<file path="src/rtl/chrom_eval_ctrl_if.sv">
// chrom_eval_ctrl_if
//   HPS <-> FPGA chromosome-evaluation handshake and data bus.
//   master: HPS side (drives start/feedback, sequence count and sequence words).
//   slave : evaluation controller (drives error sums, done and ready).
//   Signals:
//     start_processing_chrom    HPS request, level
//     done_processing_feedback  HPS ack of done, level
//     sequences_to_process      number of sequences to apply
//     input_sequence            word i bit s = circuit input i for sequence s
//     expected_output           word o bit s = expected output o for sequence s
//     valid_output              word o bit s = 1: compare output o for sequence s
//     error_sum                 word o = mismatch count for output o
//     done_processing_chrom     results valid, level
//     ready_to_process          controller idle, may accept start
interface chrom_eval_ctrl_if #(
  parameter int NUM_IN  = 5,
  parameter int NUM_OUT = 5
);
  logic                    start_processing_chrom;
  logic                    done_processing_feedback;
  logic [31:0]             sequences_to_process;
  logic [NUM_IN*32-1:0]    input_sequence;
  logic [NUM_OUT*32-1:0]   expected_output;
  logic [NUM_OUT*32-1:0]   valid_output;
  logic [NUM_OUT*32-1:0]   error_sum;
  logic                    done_processing_chrom;
  logic                    ready_to_process;

  modport master (
    output start_processing_chrom,
    output done_processing_feedback,
    output sequences_to_process,
    output input_sequence,
    output expected_output,
    output valid_output,
    input  error_sum,
    input  done_processing_chrom,
    input  ready_to_process
  );

  modport slave (
    input  start_processing_chrom,
    input  done_processing_feedback,
    input  sequences_to_process,
    input  input_sequence,
    input  expected_output,
    input  valid_output,
    output error_sum,
    output done_processing_chrom,
    output ready_to_process
  );
endinterface

</file>
<file path="src/rtl/chrom_eval_ctrl.sv">
// chrom_eval_ctrl
//   Applies each HPS-loaded test sequence to the evolved circuit, waits
//   SETTLE_CYCLES for it to settle, samples the response and accumulates
//   per-output masked mismatch counts. Results are then reported through a
//   four-phase done/feedback handshake.
//   Ports:
//     clk_clk        in   system clock
//     reset_reset_n  in   async active-low reset
//     hps            slave side of the HPS handshake/data bus
//     circ_in        out  stimulus to the evaluated circuit
//     circ_out       in   response of the evaluated circuit
module chrom_eval_ctrl #(
  parameter int NUM_IN        = 5,
  parameter int NUM_OUT       = 5,
  parameter int SETTLE_CYCLES = 4
) (
  input  logic               clk_clk,
  input  logic               reset_reset_n,
  chrom_eval_ctrl_if.slave   hps,
  output logic [NUM_IN-1:0]  circ_in,
  input  logic [NUM_OUT-1:0] circ_out
);

  localparam logic [2:0] S_IDLE   = 3'd0;
  localparam logic [2:0] S_SETTLE = 3'd1;
  localparam logic [2:0] S_SAMPLE = 3'd2;
  localparam logic [2:0] S_DONE   = 3'd3;
  localparam logic [2:0] S_ACK    = 3'd4;

  localparam int CW = (SETTLE_CYCLES > 1) ? $clog2(SETTLE_CYCLES) : 1;
  localparam logic [CW-1:0] CNT_LAST = CW'(SETTLE_CYCLES - 1);

  logic [2:0]     state;
  logic [5:0]     n_lat;
  logic [4:0]     seq_idx;
  logic [CW-1:0]  cnt;
  logic [31:0]    err [NUM_OUT];
  logic           done_q;

  logic [31:0]        in_word  [NUM_IN];
  logic [31:0]        exp_word [NUM_OUT];
  logic [31:0]        val_word [NUM_OUT];
  logic [NUM_IN-1:0]  first_bits;
  logic [NUM_IN-1:0]  next_bits;
  logic [NUM_OUT-1:0] mismatch;
  logic [4:0]         next_idx;
  logic [5:0]         n_clamped;
  logic               last_seq;

  always_comb begin
    next_idx  = seq_idx + 5'd1;
    n_clamped = (hps.sequences_to_process > 32'd32) ? 6'd32
                                                    : hps.sequences_to_process[5:0];
    last_seq  = ({1'b0, seq_idx} == (n_lat - 6'd1));
    for (int unsigned i = 0; i < NUM_IN; i++) begin
      in_word[i]    = hps.input_sequence[i*32 +: 32];
      first_bits[i] = in_word[i][0];
      next_bits[i]  = in_word[i][next_idx];
    end
    for (int unsigned o = 0; o < NUM_OUT; o++) begin
      exp_word[o] = hps.expected_output[o*32 +: 32];
      val_word[o] = hps.valid_output[o*32 +: 32];
      mismatch[o] = (circ_out[o] ^ exp_word[o][seq_idx]) & val_word[o][seq_idx];
    end
  end

  always_comb begin
    hps.error_sum = '0;
    for (int unsigned o = 0; o < NUM_OUT; o++)
      hps.error_sum[o*32 +: 32] = err[o];
  end

  assign hps.ready_to_process      = (state == S_IDLE);
  assign hps.done_processing_chrom = done_q;

  always_ff @(posedge clk_clk or negedge reset_reset_n) begin
    if (!reset_reset_n) begin
      state   <= S_IDLE;
      n_lat   <= '0;
      seq_idx <= '0;
      cnt     <= '0;
      circ_in <= '0;
      done_q  <= 1'b0;
      for (int unsigned o = 0; o < NUM_OUT; o++) err[o] <= '0;
    end else begin
      // done is registered off the state, so it appears one cycle after
      // DONE is entered and drops on the same edge that leaves for ACK.
      done_q <= (state == S_DONE) && !hps.done_processing_feedback;

      case (state)
        S_IDLE: begin
          if (hps.start_processing_chrom) begin
            for (int unsigned o = 0; o < NUM_OUT; o++) err[o] <= '0;
            n_lat   <= n_clamped;
            seq_idx <= '0;
            cnt     <= '0;
            if (n_clamped == 6'd0) begin
              circ_in <= '0;
              state   <= S_DONE;
            end else begin
              circ_in <= first_bits;
              state   <= S_SETTLE;
            end
          end
        end

        S_SETTLE: begin
          if (cnt == CNT_LAST) state <= S_SAMPLE;
          else                 cnt   <= cnt + CW'(1);
        end

        S_SAMPLE: begin
          for (int unsigned o = 0; o < NUM_OUT; o++)
            err[o] <= err[o] + 32'(mismatch[o]);
          if (last_seq) begin
            state <= S_DONE;
          end else begin
            seq_idx <= next_idx;
            circ_in <= next_bits;
            cnt     <= '0;
            state   <= S_SETTLE;
          end
        end

        S_DONE: begin
          if (hps.done_processing_feedback) state <= S_ACK;
        end

        S_ACK: begin
          // A start still held from the previous run must drop before re-arming.
          if (!hps.done_processing_feedback && !hps.start_processing_chrom)
            state <= S_IDLE;
        end

        default: state <= S_IDLE;
      endcase
    end
  end

endmodule

</file>
<file path="src/flat_wrapper.sv">
// flat-port wrapper written by rule: the top's interface ports become plain ports
module chrom_eval_ctrl_flat 
#(
  parameter int NUM_IN        = 5,
  parameter int NUM_OUT       = 5,
  parameter int SETTLE_CYCLES = 4
)
  (clk_clk, reset_reset_n, circ_in, circ_out, hps_start_processing_chrom, hps_done_processing_feedback, hps_sequences_to_process, hps_input_sequence, hps_expected_output, hps_valid_output, hps_error_sum, hps_done_processing_chrom, hps_ready_to_process);
  chrom_eval_ctrl_if #(.NUM_IN(NUM_IN), .NUM_OUT(NUM_OUT)) hps_i ();
  input  logic clk_clk;
  input  logic reset_reset_n;
  output logic [NUM_IN-1:0] circ_in;
  input  logic [NUM_OUT-1:0] circ_out;
  input wire logic [$bits(hps_i.start_processing_chrom)-1:0] hps_start_processing_chrom;
  input wire logic [$bits(hps_i.done_processing_feedback)-1:0] hps_done_processing_feedback;
  input wire logic [$bits(hps_i.sequences_to_process)-1:0] hps_sequences_to_process;
  input wire logic [$bits(hps_i.input_sequence)-1:0] hps_input_sequence;
  input wire logic [$bits(hps_i.expected_output)-1:0] hps_expected_output;
  input wire logic [$bits(hps_i.valid_output)-1:0] hps_valid_output;
  output wire logic [$bits(hps_i.error_sum)-1:0] hps_error_sum;
  output wire logic [$bits(hps_i.done_processing_chrom)-1:0] hps_done_processing_chrom;
  output wire logic [$bits(hps_i.ready_to_process)-1:0] hps_ready_to_process;
  assign hps_i.start_processing_chrom = hps_start_processing_chrom;
  assign hps_i.done_processing_feedback = hps_done_processing_feedback;
  assign hps_i.sequences_to_process = hps_sequences_to_process;
  assign hps_i.input_sequence = hps_input_sequence;
  assign hps_i.expected_output = hps_expected_output;
  assign hps_i.valid_output = hps_valid_output;
  assign hps_error_sum = hps_i.error_sum;
  assign hps_done_processing_chrom = hps_i.done_processing_chrom;
  assign hps_ready_to_process = hps_i.ready_to_process;
  chrom_eval_ctrl #(.NUM_IN(NUM_IN), .NUM_OUT(NUM_OUT), .SETTLE_CYCLES(SETTLE_CYCLES)) u_core (.clk_clk(clk_clk), .reset_reset_n(reset_reset_n), .hps(hps_i), .circ_in(circ_in), .circ_out(circ_out));
endmodule
</file>
<file path="config.mk">
export PLATFORM = sky130hd
export DESIGN_NAME = chrom_eval_ctrl_flat
export DESIGN_NICKNAME = d
export VERILOG_FILES = /design/src/rtl/chrom_eval_ctrl_if.sv /design/src/rtl/chrom_eval_ctrl.sv /design/src/flat_wrapper.sv
export SDC_FILE = /design/constraint.sdc
export NUM_CORES = 1
export LEC_CHECK = 0
export ABC_AREA = 1
export CAP_MARGIN = 20
export CORE_AREA = 2 2 267 269
export CTS_BUF_LIST = sky130_fd_sc_hd__clkbuf_4 sky130_fd_sc_hd__clkbuf_8
export CTS_CLUSTER_SIZE = 40
export DETAILED_ROUTE_END_ITERATION = 12
export DIE_AREA = 0 0 269 271
export GPL_TIMING_DRIVEN = 0
export HOLD_SLACK_MARGIN = 0.03
export PLACE_DENSITY = 0.55
export SLEW_MARGIN = 10
export SYNTH_ARGS = -nofsm -noshare
export SYNTH_HDL_FRONTEND = slang
export SYNTH_SLANG_ARGS = --single-unit
export TNS_END_PERCENT = 50
</file>
<file path="constraint.sdc">
create_clock -name clk_clk -period 5.6 [get_ports clk_clk]
set_clock_uncertainty 0.05 [all_clocks]
set_input_delay 1.12 -clock clk_clk [delete_from_list [all_inputs] [get_ports clk_clk]]
set_output_delay 1.12 -clock clk_clk [all_outputs]
set_load 0.02 [all_outputs]
</file>
==> results of run 1 <==
==> synthesized netlist by cell type (all sizes together) (20+ instances only) <==
master  count  area (um2)
nand3     500        2540
a21oi      42         210
nand4      60         412
nand2    1001        3790
nor3       68         388
o22ai      20         125
o21ai     119         596
buf       110         658
xor2       21         184
inv       248         938
nor4       20         125
dfrtp     182        4550
clkbuf     21        78.8
nor2      255        1090
==> where the power goes <==
part | total, W | leakage [nW] | internal (W) | switching (W)
Clock | 0.000941 | 0.192 | 0.000334 | 0.000608
Combinational | 0.00444 | 7.95 | 0.00139 | 0.00305
Sequential | 0.00145 | 2.52 | 0.00138 | 0.0000654
==> worst max path at each step <==
stage / start / to / slack, ns / cells past startpoint
after floorplan: hps_expected_output[141] / u_core.hps.error_sum[158]$_DFFE_PN0P_ / 2.41 / 19
after global placement: reset_reset_n / u_core.circ_in[2]$_DFFE_PN0P_ / -5.15 / 1
after detailed placement: hps_expected_output[138] / u_core.hps.error_sum[158]$_DFFE_PN0P_ / 0.74 / 19
after CTS: u_core.seq_idx[0]$_DFFE_PN0P_ / u_core.hps.error_sum[158]$_DFFE_PN0P_ / 1.05 / 21
after global routing: u_core.seq_idx[0]$_DFFE_PN0P_ / u_core.hps.error_sum[158]$_DFFE_PN0P_ / 0.54 / 21
final: u_core.seq_idx[1]$_DFFE_PN0P_ / u_core.hps.error_sum[24]$_DFFE_PN0P_ / 0.85 / 21
==> area by class of cell <==
class | instances | share of cell area
multi-input cells | 2182 | 0.407
well taps | 940 | 0.0472
repair buffers | 689 | 0.278
plain buffers | 131 | 0.0296
diodes | 19 | 0.00191
clock inverters | 15 | 0.00628
clock buffers | 17 | 0.00939
inverters | 249 | 0.0378
flip-flops and latches | 182 | 0.183
==> critical path, stage by stage, from the launching register on <==
cell     delay, ns
dfrtp_1       0.43
inv_2         0.26
buf_1         0.72
nand3_1       0.45
nand3_1       0.21
nand2_1       0.08
nand2_1       0.07
nand3_1       0.15
nand3_1       0.16
nand2_1       0.05
nor2_1        0.23
ha_1          0.26
ha_1          0.27
nand2_1       0.11
nor2_2        0.18
inv_2         0.08
nor2_4        0.18
inv_2         0.06
nor3_2        0.26
nand3_1       0.12
nand3_1       0.10
o21ai_0       0.08
==> through the flow <==
stage          instances  area (um2)  power [W]  utilization
5_1_grt             4424       24900    0.00726        0.357
6_report            4424       24900    0.00682        0.357
3_3_place_gp        4371       24400    0.00583        0.350
2_1_floorplan       2744       16400    0.00376            -
3_5_place_dp        4373       24500    0.00586        0.351
4_1_cts             4405       24900    0.00682        0.356
==> kinds of logic after synthesis <==
logic type	Yosys count	synth area share
buffers and inverters	380	0.103
DFF	182	0.278
adders and majority gates	13	0.00994
AOI/OAI and AO/OA	214	0.0732
and+or+nand+nor	1919	0.516
xor gates and xnor gates	27	0.0145
muxes	9	0.00551
==> flip-flops by register name, indices dropped and copies added (netlist names) <==
register and count:
u_core.cnt 2, u_core.seq_idx 5, u_core.circ_in 5, u_core.hps.error_sum 160, u_core.state 3, u_core.hps.done_processing_chrom 1, u_core.n_lat 6
==> routing by layer <==
layer / GRT usage / wire length [um] / vias up
met5: 0 / 0 / -
met2: 0.466 / 49900 / 909
met3: 0.0675 / 7840 / 199
met4: 0.143 / 5070 / 0
met1: 0.310 / 39700 / 10016
li1: - / - / 10409
==> out/results.tsv, run 1 <==
metric	value	unit
outcome	completed	
share of cells above drive strength 1	0.0574	
Final Hold Fails	0	
Area growth syn-to-layout	52.3	%
worst path required time	5.92	ns
worst vdd ir	0.212	mV
highest achievable clock rate	210	MHz
syn_area_per_cell	5.96	um2
R2R Setup Slk	0.85	ns
initial core utilization	0.234	
gr usage total	0.272	
DP HPWL	81000	um
Slew HR	0.382	
DRT iter0 DRCs	1866	
CTS tree	built	
Worst Hold Class	primary input to async pin	
clock buffer depth	2	
startpoint types	register	
vias per std cell	4.87	
final wirelength	102000	um
post-cts gate resize count	0	
Worst-Margin Slew	0.927	ns
Placeable Area	0.0698	mm2
CTS Sinks	182	
post-CTS setup buffers	0	
post-DR wirelength/cell	23.2	um
Sum Neg Setup Slack	0	ns
Syn. warnings	0	
FF+latch area	0.00455	mm2
Post-synth ARST share	1.00	
DRC viols	0	
Final Max Slew Viols	0	
Final min period	4.75	ns
Root Buffer	clkbuf_8	
syn_nets	3278	
Die W	269	um
clock latency on the worst-skew pair	0.52	ns
full die area	0.0729	mm2
Most used DFF post-synth	dfrtp_1	
footprint of the multi-input gates	0.0101	mm2
grt ovf	0	
IO buf count	687	
IO Pins	688	
setup violators final	0	
antenna violations before repair	19	
RePlAce Congestion	0.954	
synthesis-stage register bit count	182	
Reg-to-Reg Start	u_core.seq_idx[1]$_DFFE_PN0P_	
dpl ws	0.743	ns
Max-cap violations	0	
setup ws final	0.846	ns
Reg-to-Reg End	u_core.hps.error_sum[24]$_DFFE_PN0P_	
WS Path Type	register to register	
final-layout fill cell count	7640	
DRT Pass-1 Iters	6	
largest net degree at the start of global routing	92	
first-pass GRT wire length	144000	um
commonest non-fill, non-tap cell in the layout	nand2_1	
EDFF count, synth	0	
vias in the first global route	20854	
commonest non-fill, non-tap cells in the layout	nand2_1 (991), clkdlybuf4s50_1 (686), nand3_1 (494)	
Worst R2R Path Depth	21	
PwrDens	274	mW/mm2
Post-DRT Antenna Nets	0	
clock slew at reported path FFs	0.11	ns
synthesized instance count	2744	
hold buffers post-CTS	0	
crit end category	register	
Crit Path Max Fanout	10	
CTS Buf Count	17	
Chip Height	271	um
RSZ-0062 raised after global routing	no	
part of the Yosys area used for sequential elements	0.278	
worst hold margin	0.362	ns
library cells used by synthesis	55	
H-tree depth	4	
leak pwr	10.7	nW
arrival time of the worst setup path	5.08	ns
via count	21533	
cell row count	97	
Syn Std Cell Area	0.0164	mm2
final period utilization	0.849	
nets	3986	
Power figures use the tool's default switching activity.
==> run 2, diff against run 1 <==
--- a/config.mk
+++ b/config.mk
@@ -7,14 +7,14 @@
 export LEC_CHECK = 0
 export ABC_AREA = 1
 export CAP_MARGIN = 20
-export CORE_AREA = 2 2 267 269
+export CORE_AREA = 2 2 264 266
 export CTS_BUF_LIST = sky130_fd_sc_hd__clkbuf_4 sky130_fd_sc_hd__clkbuf_8
 export CTS_CLUSTER_SIZE = 40
 export DETAILED_ROUTE_END_ITERATION = 12
-export DIE_AREA = 0 0 269 271
+export DIE_AREA = 0 0 266 268
 export GPL_TIMING_DRIVEN = 0
 export HOLD_SLACK_MARGIN = 0.03
-export PLACE_DENSITY = 0.55
+export PLACE_DENSITY = 0.58
 export SLEW_MARGIN = 10
 export SYNTH_ARGS = -nofsm -noshare
 export SYNTH_HDL_FRONTEND = slang
==> constraint.sdc (replaced) <==
create_clock -name clk_clk -period 4.3 [get_ports clk_clk]
set_clock_uncertainty 0.05 [all_clocks]
set_input_delay 0.86 -clock clk_clk [delete_from_list [all_inputs] [get_ports clk_clk]]
set_output_delay 0.86 -clock clk_clk [all_outputs]
set_load 0.02 [all_outputs]
==> run 2 against run 1 <==
Global-route usage down 0.33 points; critical path depth down 3; worst hold slack lost 0.12 ns; sequential share of layout area about the same; register-to-register slack lost 0.59 ns; largest power group unchanged.
==> out/results.tsv, run 2 (synthesis gave the netlist of run 1 again) <==
metric	value	unit	change
outcome	completed		
vias per std cell	4.97		+2.2%
Placeable Area	0.0682	mm2	-2.2%
Post-DRT Antenna Nets	0		unchanged
cell row count	96		-1.0%
Worst-Margin Slew	0.904	ns	-0.0235 ns
antenna violations before repair	10		-9
fin area	0.0249	mm2	about the same
commonest non-fill, non-tap cells in the layout	nand2_1 (991), clkdlybuf4s50_1 (686), nand3_1 (494)		
PwrDens	359	mW/mm2	+31%
crit end category	register		
final wirelength	99900	um	-2.5%
worst path required time	4.67	ns	-1.25 ns
utilization after layout	0.365		+0.00798
DP HPWL	79800	um	-1.4%
Chip Height	268	um	-1.1%
Max-cap violations	0		unchanged
CTS Buf Count	17		unchanged
commonest non-fill, non-tap cell in the layout	nand2_1		
Area growth syn-to-layout	52.2	%	about the same
critical path's largest stage delay	0.51	ns	-0.21 ns
largest net degree at the start of global routing	103		+12%
nets	3985		-0.025%
DRT Pass-1 Iters	6		unchanged
final period utilization	0.941		+0.0916
post-CTS setup buffers	0		unchanged
worst hold margin	0.245	ns	-0.118 ns
RePlAce Congestion	0.954		about the same
final-layout fill cell count	7589		-0.67%
total power	0.00895	W	+31%
Worst Hold Class	primary input to async pin		
arrival time of the worst setup path	4.42	ns	-0.66 ns
post-DR wirelength/cell	22.9	um	-0.98%
gr usage total	0.269		-0.00331
Placed Area	0.0244	mm2	-0.41%
Root Buffer	clkbuf_8		
RSZ-0062 raised after global routing	yes		
IO Pins	688		unchanged
Largest register FFs	160		unchanged
first-pass GRT wire length	141000	um	-2.5%
grt ovf	0		unchanged
DRC viols	0		unchanged
clock buffer depth	2		unchanged
CTS Sinks	182		unchanged
via count	21674		+0.65%
leak pwr	10.7	nW	+0.22%
H-tree depth	4		unchanged
Slew HR	0.397		+0.0156
Final Hold Fails	0		unchanged
clock latency on the worst-skew pair	0.52	ns	about the same
setup violators final	0		unchanged
full die area	0.0713	mm2	-2.2%
worst vdd ir	0.239	mV	+13%
share of cells above drive strength 1	0.0621		+0.00464
Die W	266	um	-1.1%
IO buf count	687		unchanged
Final Max Slew Viols	0		unchanged
R2R Setup Slk	0.26	ns	-0.59 ns
startpoint types	register		
Slowest-stage cell, CP	buf_1		
WS Path Type	register to register		
initial core utilization	0.240		+0.00536
DRT iter0 DRCs	1745		-6.5%
clock slew at reported path FFs	0.12	ns	about the same
Final min period	4.04	ns	-0.710 ns
vias in the first global route	20787		-0.32%
highest achievable clock rate	247	MHz	+18%
critical path cell sequence	inv_1 > buf_1 > nand3_1 > nand3_1 > nand3_1 > nand2_1 > nand2_1 > nor2_2 > ha_4 > ha_1 > nand2_1 > nor2_2 > nand2_1 > nor2_2 > nand4_1 > nor2_1 > nand3_1 > a21boi_1		
Crit Path Max Fanout	10		unchanged
CTS tree	built		
==> run 2: repair_timing <==
item,4_1_cts,5_1_grt
gates resized for setup,10,19
endpoints found under the setup margin,19,19
pin swaps,0,0
hold buffers,0,0
==> run 2: final timing paths <==
| kind | start | to | depth (start not counted) |
|---|---|---|---|
| min reg2reg | u_core.circ_in[2]$_DFFE_PN0P_ | u_core.circ_in[2]$_DFFE_PN0P_ | 2 |
| min | reset_reset_n | u_core.hps.error_sum[48]$_DFFE_PN0P_ | 1 |
| max | u_core.seq_idx[2]$_DFFE_PN0P_ | u_core.hps.error_sum[158]$_DFFE_PN0P_ | 18 |
| max in group asynchronous | reset_reset_n | u_core.hps.error_sum[80]$_DFFE_PN0P_ | 2 |
| max reg2reg | u_core.seq_idx[2]$_DFFE_PN0P_ | u_core.hps.error_sum[158]$_DFFE_PN0P_ | 18 |
| min in group clk_clk | u_core.circ_in[2]$_DFFE_PN0P_ | u_core.circ_in[2]$_DFFE_PN0P_ | 2 |
==> run 2: routing by layer <==
metal | vias up | wire length (um) | share of wire | track usage
met4 | 2 | 4450 | 0.045 | 0.119
met3 | 173 | 7850 | 0.079 | 0.0590
met2 | 886 | 49200 | 0.49 | 0.479
met1 | 10221 | 38400 | 0.38 | 0.308
li1 | 10392 | - | - | -
met5 | - | 24 | 0.00024 | 0
==> run 2: report_power, final <==
group          switching, W  internal, W
sequential        0.0000831      0.00180
combinational       0.00392      0.00184
clock              0.000754     0.000549
total               0.00476      0.00418
==> run 2: cell type report <==
type	count	area [um2]	area share
timing repair buffer	688	6910	0.277
tap	882	1100	0.0443
buffer	131	772	0.0310
sequential	182	4550	0.183
inverter	249	942	0.0378
clock buffer	18	248	0.00995
multi-input combinational	2182	10200	0.409
antenna	12	30.0	0.00121
clock inverter	14	164	0.00658
==> run 2: worst max-delay path, delay by kind of cell (launching register included) <==
| kind | cells | cell delay, ns |
|---|---|---|
| adder cells (fa/ha/maj) | 2 | 0.41 |
| buffers and inverters | 2 | 0.84 |
| AO/OA/AOI/OAI | 1 | 0.13 |
| AND/OR/NAND/NOR | 13 | 2.11 |
| flip-flops | 1 | 0.39 |
==> run 2: stage by stage <==
| step | TNS, ns | setup slack [ns] | instances |
|---|---|---|---|
| 2_1_floorplan | 0 | 1.37 | 2744 |
| 3_3_place_gp | -1101.44 | -6.07 | 4313 |
| 3_5_place_dp | -1.19 | -0.315 | 4314 |
| 4_1_cts | 0 | 0.0133 | 4346 |
| 5_1_grt | -0.000481 | -0.000481 | 4355 |
| 6_report | 0 | 0.256 | 4358 |
==> run 3, diff against run 2 <==
--- a/config.mk
+++ b/config.mk
@@ -14,7 +14,8 @@
 export DIE_AREA = 0 0 266 268
 export GPL_TIMING_DRIVEN = 0
 export HOLD_SLACK_MARGIN = 0.03
-export PLACE_DENSITY = 0.58
+export PLACE_DENSITY = 0.53
+export REMOVE_ABC_BUFFERS = 1
 export SLEW_MARGIN = 10
 export SYNTH_ARGS = -nofsm -noshare
 export SYNTH_HDL_FRONTEND = slang
==> run 3 against run 2 <==
Fmax rose by 1.1%; critical path depth rose by 2; sequential share of layout area is 0.11 points higher; worst setup slack better by 0.044 ns; via count shrank 6.9%; register-to-register slack better by 0.04 ns; die area stayed put; power shrank 8.6%; utilization fell by 0.086 points; clock-buffer cell count up 3; clock power shrank 4%; critical path type unchanged; critical endpoint is now u_core.hps.error_sum[154]$_DFFE_PN0P_; largest cell class unchanged; highest routed layer unchanged.
==> out/results.tsv, run 3 (synthesis gave the netlist of run 1 again) <==
metric	value	unit	change
leak pwr	10.5	nW	-1.3%
startpoint types	register		
Area growth syn-to-layout	51.8	%	
worst path required time	4.65	ns	-0.02 ns
CTS Sinks	182		unchanged
grt ovf	0		unchanged
IO Pins	688		unchanged
worst vdd ir	0.242	mV	+1.6%
full die area	0.0713	mm2	unchanged
Final min period	4.00	ns	-0.0443 ns
DP HPWL	60000	um	-25%
Crit Path Max Fanout	34		+24
highest achievable clock rate	250	MHz	+1.1%
arrival time of the worst setup path	4.35	ns	-0.07 ns
hold buffers post-CTS	0		unchanged
RePlAce Congestion	0.881		-7.6%
utilization after layout	0.364		-0.000862
cell row count	96		unchanged
commonest non-fill, non-tap cell in the layout	nand2_1		
DRT iter0 DRCs	1508		-14%
Slew HR	0.375		-0.0225
largest net degree at the start of global routing	97		-5.8%
clock latency on the worst-skew pair	0.51	ns	about the same
Reg-to-Reg End	u_core.hps.error_sum[154]$_DFFE_PN0P_		
Reg-to-Reg Start	u_core.seq_idx[1]$_DFFE_PN0P_		
antenna violations before repair	10		unchanged
WS Path Type	register to register		
outcome	completed		
Placed Area	0.0240	mm2	-1.5%
vias in the first global route	19602		-5.7%
Post-DRT Antenna Nets	0		unchanged
initial core utilization	0.240		unchanged
clock buffer depth	2		unchanged
final-layout fill cell count	7469		-1.6%
R2R Setup Slk	0.30	ns	+0.04 ns
final period utilization	0.930		-0.0103
Max-cap violations	0		unchanged
Final Hold Fails	0		unchanged
Sum Neg Setup Slack	0	ns	unchanged
Final Max Slew Viols	0		unchanged
vias per std cell	4.75		-4.6%
CTS tree	built		
first-pass GRT wire length	122000	um	-13%
Worst R2R Path Depth	20		+2
H-tree depth	4		unchanged
crit end category	register		
Worst-Margin Slew	0.932	ns	+0.0279 ns
setup violators final	0		unchanged
post-DR wirelength/cell	19.3	um	-16%
DRT Pass-1 Iters	5		-1
IO buf count	687		unchanged
Die W	266	um	unchanged
fin area	0.0248	mm2	-0.24%
share of cells above drive strength 1	0.0473		-0.0148
gr usage total	0.223		-0.0456
Largest register FFs	160		unchanged
Chip Height	268	um	unchanged
Placeable Area	0.0682	mm2	unchanged
commonest non-fill, non-tap cells in the layout	nand2_1 (991), clkdlybuf4s50_1 (686), nand3_1 (491)		
final wirelength	82100	um	-18%
PwrDens	329	mW/mm2	-8.4%
via count	20173		-6.9%
Root Buffer	clkbuf_8		
CTS Buf Count	17		unchanged
clock slew at reported path FFs	0.10	ns	-0.02 ns
Worst Hold Class	primary input to async pin		
DRC viols	0		unchanged
nets	3884		-2.5%
[run 3: cell count changes in the layout (fill, tap and decap cells not counted), sizes merged]
| cell | change |
|---|---|
| buf | -78 |
| clkbuf | -25 |
| diode | -6 |
| bufbuf | +4 |
| inv | -4 |
| clkinv | +1 |
| clkinvlp | +1 |
[run 3: area by class of cell]
cell class	count	area, um2	area share
sequential	182	4570	0.184
tap	882	1100	0.0444
timing repair inverter	1	8.76	0.000353
multi-input combinational	2182	10200	0.412
timing repair buffer	717	7540	0.303
clock buffer	21	277	0.0111
clock inverter	11	123	0.00494
antenna	6	15.0	0.000604
inverter	249	976	0.0393
[run 3: critical path, cell delays in order (launching register included)]
cell	delay, ns
dfrtp_4	0.63
inv_6	0.26
buf_16	0.23
nand3_1	0.16
nand3_1	0.11
nand2_1	0.07
nand2_1	0.06
nand3_1	0.11
nand3_1	0.13
nand2_1	0.09
nor2_4	0.19
ha_4	0.20
ha_1	0.16
nand2_1	0.08
nor2_2	0.20
nand2_1	0.15
nor2_2	0.20
nand4_1	0.25
buf_4	0.22
nor4_1	0.19
nor2_1	0.09
[run 3: how the worst max path moves through the flow]
| stage | startpoint | end | slack, ns | depth (start not counted) |
|---|---|---|---|---|
| 2_1_floorplan | u_core.seq_idx[0]$_DFFE_PN0P_ | u_core.hps.error_sum[158]$_DFFE_PN0P_ | -5.34 | 20 |
| 3_3_place_gp | u_core.seq_idx[0]$_DFFE_PN0P_ | u_core.hps.error_sum[158]$_DFFE_PN0P_ | -13.89 | 20 |
| 3_5_place_dp | u_core.seq_idx[0]$_DFFE_PN0P_ | u_core.hps.error_sum[158]$_DFFE_PN0P_ | -0.92 | 20 |
| 4_1_cts | u_core.seq_idx[0]$_DFFE_PN0P_ | u_core.hps.error_sum[80]$_DFFE_PN0P_ | 0.06 | 23 |
| 5_1_grt | u_core.seq_idx[0]$_DFFE_PN0P_ | u_core.hps.error_sum[154]$_DFFE_PN0P_ | -0.0008 | 21 |
| 6_report | u_core.seq_idx[1]$_DFFE_PN0P_ | u_core.hps.error_sum[154]$_DFFE_PN0P_ | 0.30 | 20 |
[run 3: stage by stage]
step,instances,hold slack (ns),total power [W],setup WS (ns)
finish,4251,0.313,0.00817,0.300
floorplan,2613,0.407,0.00473,-5.34
CTS,4240,0.296,0.00817,0.0573
global route,4250,0.301,0.00885,-0.000810
detailed placement,4198,0.420,0.00662,-0.924
global placement,4182,0.425,0.00619,-13.89
[run 3: repair_timing]
item | CTS | global route
cloned | 5 | 2
gates resized for setup | 8 | 18
setup buffers | 5 | 3
setup endpoints to repair | 104 | 24
pin swaps | 0 | 2
[run 3: power breakdown]
group	switching, W	total, W	internal [W]	leakage, nW
Combinational	0.00313	0.00501	0.00188	7.82
Sequential	0.000116	0.00192	0.00180	2.51
Clock	0.000689	0.00125	0.000561	0.207
[run 3: metal layers]
layer | wire, um | vias up | GRT usage | share of wire
met3 | 5240 | 57 | 0.0496 | 0.064
met1 | 36300 | 9292 | 0.286 | 0.44
met5 | 22 | - | 0 | 0.00027
met2 | 39400 | 632 | 0.383 | 0.48
li1 | - | 10188 | - | -
met4 | 1150 | 4 | 0.0484 | 0.014
